==> src/rtl/dll_ctrl_pkg.sv <==
// dll_ctrl_pkg: shared states, code width and code limits for the DLL lock controller
package dll_ctrl_pkg;
  localparam int QW = 10;
  localparam logic [QW-1:0] Q_MID = 10'd512;
  localparam logic [QW-1:0] Q_MAX = 10'd1023;
  typedef enum logic [2:0] {IDLE, PDRST, SETTLE, EVAL, TRACK} state_e;
  typedef enum logic {ACQ, TRK} mode_e;
endpackage

==> src/rtl/track_filter.sv <==
// track_filter: counts consecutive same-sign COMP results and requests a one-code step
module track_filter #(
  parameter int TRK_N = 4
) (
  input  logic clk,
  input  logic rst_n,
  input  logic clr,
  input  logic en,
  input  logic comp,
  output logic step_up,
  output logic step_dn
);
  localparam logic [3:0] N = 4'(TRK_N);
  logic [3:0] streak_q, streak_d, run;
  logic sign_q, sign_d;
  // extend the run on an unchanged sign, restart it at 1 on a sign change
  always_comb begin
    run = (streak_q == 4'd0 || comp == sign_q) ? streak_q + 4'd1 : 4'd1;
    step_up = en && run == N && comp;
    step_dn = en && run == N && !comp;
    streak_d = clr ? 4'd0 : !en ? streak_q : (run == N) ? 4'd0 : run;
    sign_d = en ? comp : sign_q;
  end
  // streak and last sign registers
  always_ff @(posedge clk or negedge rst_n) begin
    if (!rst_n) begin
      streak_q <= 4'd0;
      sign_q <= 1'b0;
    end else begin
      streak_q <= streak_d;
      sign_q <= sign_d;
    end
  end
endmodule

==> src/rtl/dll_lock_ctrl.sv <==
// dll_lock_ctrl: binary-search acquisition of the delay code, then filtered tracking
module dll_lock_ctrl
  import dll_ctrl_pkg::*;
#(
  parameter int SETTLE_CYC = 4,
  parameter int TRK_N      = 4
) (
  input  logic          CLK_exit,
  input  logic          rst_n,
  input  logic          start,
  input  logic          stop,
  input  logic          COMP,
  output logic          Reset_PD,
  output logic [QW-1:0] Q,
  output logic          busy,
  output logic          locked,
  output logic          sat_err
);
  localparam logic [3:0] SET_LAST = 4'(SETTLE_CYC - 1);
  state_e state_q, state_d;
  mode_e mode_q, mode_d;
  logic [QW-1:0] q_q, q_d;
  logic [3:0] bit_idx_q, bit_idx_d, cnt_q, cnt_d;
  logic sat_q, sat_d, flt_clr, flt_en, step_up, step_dn;

  assign flt_en = state_q == EVAL && mode_q == TRK && !stop;

  track_filter #(.TRK_N(TRK_N)) u_filter (
    .clk(CLK_exit),
    .rst_n(rst_n),
    .clr(flt_clr),
    .en(flt_en),
    .comp(COMP),
    .step_up(step_up),
    .step_dn(step_dn)
  );

  // trial sequencing: stop wins, otherwise PDRST -> SETTLE -> EVAL and the mode decides what EVAL does
  always_comb begin
    state_d = state_q;
    mode_d = mode_q;
    q_d = q_q;
    bit_idx_d = bit_idx_q;
    cnt_d = cnt_q;
    sat_d = sat_q;
    flt_clr = 1'b0;
    if (stop && state_q != IDLE) state_d = IDLE;
    else begin
      case (state_q)
        IDLE: if (start && !stop) begin
          state_d = PDRST;
          mode_d = ACQ;
          q_d = Q_MID;
          bit_idx_d = 4'd9;
          sat_d = 1'b0;
          flt_clr = 1'b1;
        end
        PDRST: begin
          state_d = SETTLE;
          cnt_d = 4'd0;
        end
        SETTLE: begin
          cnt_d = cnt_q + 4'd1;
          state_d = (cnt_q == SET_LAST) ? EVAL : SETTLE;
        end
        EVAL: if (mode_q == ACQ) begin
          q_d[bit_idx_q] = COMP;
          if (bit_idx_q != 4'd0) begin
            q_d[bit_idx_q - 4'd1] = 1'b1;
            bit_idx_d = bit_idx_q - 4'd1;
            state_d = PDRST;
          end else begin
            mode_d = TRK;
            flt_clr = 1'b1;
            state_d = TRACK;
          end
        end else begin
          state_d = TRACK;
          if (step_up) begin
            if (q_q == Q_MAX) sat_d = 1'b1;
            else q_d = q_q + 10'd1;
          end
          if (step_dn) begin
            if (q_q == '0) sat_d = 1'b1;
            else q_d = q_q - 10'd1;
          end
        end
        TRACK: state_d = PDRST;
        default: state_d = IDLE;
      endcase
    end
  end

  // controller state registers
  always_ff @(posedge CLK_exit or negedge rst_n) begin
    if (!rst_n) begin
      state_q <= IDLE;
      mode_q <= ACQ;
      q_q <= Q_MID;
      bit_idx_q <= 4'd9;
      cnt_q <= 4'd0;
      sat_q <= 1'b0;
    end else begin
      state_q <= state_d;
      mode_q <= mode_d;
      q_q <= q_d;
      bit_idx_q <= bit_idx_d;
      cnt_q <= cnt_d;
      sat_q <= sat_d;
    end
  end

  assign Reset_PD = state_q == PDRST;
  assign busy = state_q != IDLE;
  assign locked = busy && mode_q == TRK;
  assign sat_err = sat_q;
  assign Q = q_q;
endmodule

==> config.mk <==
export PLATFORM = sky130hd
export DESIGN_NAME = dll_lock_ctrl
export DESIGN_NICKNAME = d
export VERILOG_FILES = /design/src/rtl/dll_ctrl_pkg.sv /design/src/rtl/track_filter.sv /design/src/rtl/dll_lock_ctrl.sv
export SDC_FILE = /design/constraint.sdc
export NUM_CORES = 1
export LEC_CHECK = 0
export ABC_AREA = 1
export CORE_ASPECT_RATIO = 1.2
export CORE_MARGIN = 2
export CORE_UTILIZATION = 45
export CTS_CLUSTER_SIZE = 12
export DETAILED_ROUTE_END_ITERATION = 8
export PLACE_DENSITY = 0.68
export SETUP_SLACK_MARGIN = 0.5
export SYNTH_ARGS = -nofsm -noshare
export SYNTH_HDL_FRONTEND = slang
export SYNTH_SLANG_ARGS = --single-unit
==> constraint.sdc <==
create_clock -name CLK_exit -period 1.73 [get_ports CLK_exit]
set_input_delay 0.519 -clock CLK_exit [delete_from_list [all_inputs] [get_ports CLK_exit]]
set_output_delay 0.519 -clock CLK_exit [all_outputs]
set_load 0.01 [all_outputs]
==> metrics.md <==
| Metric | Value |
|---|---|
| Status | `finished with violations` |
| Violated checks | `negative setup slack` |
| Max incr delay on CP | `0.41 ns` |
| CP Buf/Inv Count | `6` |
| Root Buffer | `clkbuf_8` |
| Post-route ant nets | `0` |
| Yosys Warn Count | `0` |
| Drt wl/cell | `about 16 um` |
| CP most frequent cell | `buf_6` |
| Critical path depth | `12` |
| Worst-path clk slew | `0.11 ns` |
| CTS tree | `yes` |
| H-tree depth | `1` |
| Critical Path Fanout Max | `4` |
| WHS | `0.5488 ns` |
| Core Rows | `30` |
| Drt first pass iters | `6` |
| Die Wd | `approximately 73 um` |
| Pint | `between 2 and 3 mW` |
| Core Box Area | `between 5000 and 6000 um^2` |
| Vias per cell | `5.530` |
| Clock sinks | `28` |
| Sequential share of the synthesized area | `0.2725` |
| Switching share of power | `0.4319` |
| Most area-hungry cell type in the Yosys netlist | `dfrtp_1` |
| Achievable Freq | `around 0.5 GHz` |
| Synth Net Count | `390` |
| Relative slew slack | `0.7662` |
| Sw Pwr | `approximately 2.1 mW` |
| Synth async-reset ratio | `1.000` |
| Pwr dens | `1117 nW/um^2` |
| Initial Util | `0.4622` |
| Vias in the first global route | `2982` |
| Sequential Power Share | `0.203` |
| Total negative slack | `-2.465 ns` |
| Tmin final | `about 2.0 ns` |
| Die Height | `roughly 87 um` |
| Mapped Area | `between 2000 and 3000 um^2` |
| RSZ-0062 raised after global routing | `true` |
| Setup CP Type | `flip-flop to flip-flop` |
| Mean area per synthesized cell | `6.949 um^2` |
| Cell area after placement | `3383 um^2` |
| Grt total ovfl | `0` |
| Crit-path cells | `buf_6 -> buf_6 -> nand3_4 -> buf_4 -> nor2_2 -> inv_2 -> o21ai_1 -> o21ai_1 -> nand2_1 -> buf_4 -> buf_6 -> o22ai_2` |
| Area Overhead vs Synth | `66.17%` |
| Antenna violations before repair | `0` |
| Min-delay worst type | `flip-flop to flip-flop` |
| CP delay by family, top | `buffers and inverters` |
| Final Max Slew Viols | `0` |
| CP Capture Type | `flip-flop` |
| Final setup violating endpoints | `21` |
| Least-Margin Pin Slew | `between 0.3 and 0.4 ns` |
| Tcrit/Tclk final | `1.130` |
| Fin. Hold Viols | `0` |
| DR iter-0 viols | `just over 200` |
| Vias | `3130` |
| Worst VDD drop | `slightly below 700 uV` |
| Drt total wl | `9073 um` |
| Critical path launch point type | `flip-flop` |
| Clock buffer count from CTS | `3` |
| Skew final | `about 0.0046 ns` |
| Pre-CTS worst setup slack | `-0.6294 ns` |
| Post-route insts no fill | `566` |
| Slowest stage cell, crit path | `dfrtp_2` |
| EDFF count, synth | `0` |
| Final std cell area, no fill | `approximately 4300 um^2` |
| Synth unique cells | `44` |
| RePlAce Congestion | `around 0.9` |
| Critical Path RT | `approximately 1.9 ns` |
| Post-synth top area share | `0.2420` |
| First-pass GRT wire length | `approximately 13000 um` |
| Clock Latency Late Sink | `0.29 ns` |
| R2r worst-path depth | `12` |
| Largest cells by area after synthesis | `dfrtp_1, nand2_1, inv_1` |
| Post-Synthesis Cells | `372` |
| Fraction of layout cells with a size suffix above 1 | `0.5060` |
| Clock power share | `0.115` |
| Fin worst setup slack | `-0.2247 ns` |
| Total power | `around 4.8 mW` |
| Most common cell in the netlist | `nand2_1` |
| I/O Pins | `19` |
| Number of diodes | `0` |
| Seq cells post-synth | `28` |
| DRC Markers | `0` |
| Crit path DAT | `2.14 ns` |
| HPWL Detailed | `between 5000 and 6000 um` |
| Max cap viols | `0` |
| Nets | `roughly 520` |
| Core Util, Final | `0.7680` |
| GR Util All Layers | `0.2710` |
| Port bufs | `18` |
| Comb pwr share | `0.682` |
| Full die area | `6369 um^2` |
| Longest Clk Path Bufs | `2` |
| Ys flop type | `dfrtp_1` |
| Leak | `between 2 and 2.5 nW` |
| Synth top cells by count | `nand2_1, inv_1, nor2_1, nand3_1, dfrtp_1` |
| Worst hold path stage count | `1` |
| R2R Setup Slk | `-0.22 ns` |
| Largest net degree at the start of global routing | `29` |
| Placed Cells | `between 500 and 600` |
## path summary, 6_finish.rpt
check | from | end
max | state_q[1] | u_filter.streak_q[2]
min | cnt_q[1] | cnt_q[1]
max reg2reg | state_q[1] | u_filter.streak_q[2]
min reg2reg | cnt_q[1] | cnt_q[1]
max in group asynchronous | rst_n | bit_idx_q[3]
min in group asynchronous | rst_n | Q[7]
## sequential cells by signal, summed over array words and instances (netlist names)
register / flops
sat_err: 1
Q: 10
bit_idx_q: 4
u_filter.sign_q: 1
cnt_q: 4
mode_q: 1
state_q: 3
u_filter.streak_q: 4
## logic make-up (layout without fill, tap and decap cells)
| kind of cell | after synthesis | in the layout | synth area share |
|---|---|---|---|
| AOI/OAI and AO/OA | 65 | 65 | 0.1500 |
| xor gates and xnor gates | 11 | 11 | 0.04018 |
| adders and majority gates | 13 | 13 | 0.06293 |
| buffers and inverters | 66 | 196 | 0.1070 |
| DFF | 28 | 28 | 0.2725 |
| and+or+nand+nor | 189 | 189 | 0.3674 |
## metal layers
layer | global-route usage | up-vias | part of all wire
met4 | 0.1145 | 0 | 0.041
li1 | - | 1468 | -
met1 | 0.3153 | 1467 | 0.38
met5 | 0 | - | 0
met2 | 0.4955 | 153 | 0.52
met3 | 0.02662 | 42 | 0.058
## power by group through the flow
stage | registers (mW) | logic [mW] | clock network (mW)
after floorplan | 1.08 | 1.27 | 0
after global placement | 0.990 | 2.33 | 0
after detailed placement | 1.00 | 2.35 | 0
after CTS | 0.964 | 2.85 | 0.557
after global routing | 0.988 | 3.51 | 0.591
final | 0.972 | 3.27 | 0.554
## layout make-up
class / count / area, um^2
Multi-Input combinational cell: 278 / 2009
Inverter: 59 / 246.5
Clock inverter: 1 / 30.03
Clock buffer: 3 / 41.29
Tap cell: 64 / 80.08
Sequential cell: 28 / 710.7
Timing Repair Buffer: 133 / 1177
Fill cell: 340 / 1297
## repair_timing
item | CTS | global route
buffers inserted | 31 | 19
endpoints found under the setup margin | 42 | 42
gates cloned | 0 | 0
pin swaps | 24 | 19
gates resized for setup | 149 | 49
hold buffers | 0 | 0
## worst register-to-register path: cells and delay by family (launching register included)
kind                   cells  cell delay, ns
AOI/OAI and AO/OA          3            0.33
buffers and inverters      6            0.71
DFF                        1            0.41
and+or+nand+nor            3            0.40
## cells in the final DEF (no fill, tap or decap), types with 2 or more instances in the layout
cell type and instances:
a21oi_1 14, a21oi_2 9, buf_2 6, buf_4 76, buf_6 46, clkbuf_8 3
clkdlybuf4s50_1 2, dfrtp_1 20, dfrtp_2 5, dfstp_2 3, ha_1 9, ha_4 3
inv_1 37, inv_2 16, inv_4 4, inv_8 2, nand2_1 76, nand2_2 8
nand2_4 5, nand3_1 25, nand3_2 9, nand3_4 7, nand4_1 6, nor2_1 20
nor2_2 10, nor2_4 15, nor2_8 2, o211ai_1 2, o21ai_0 9, o21ai_1 11
o21ai_2 6, o22ai_2 4, xnor2_1 2, xor2_1 7
Note: power is estimated with default switching activity, not from simulation.
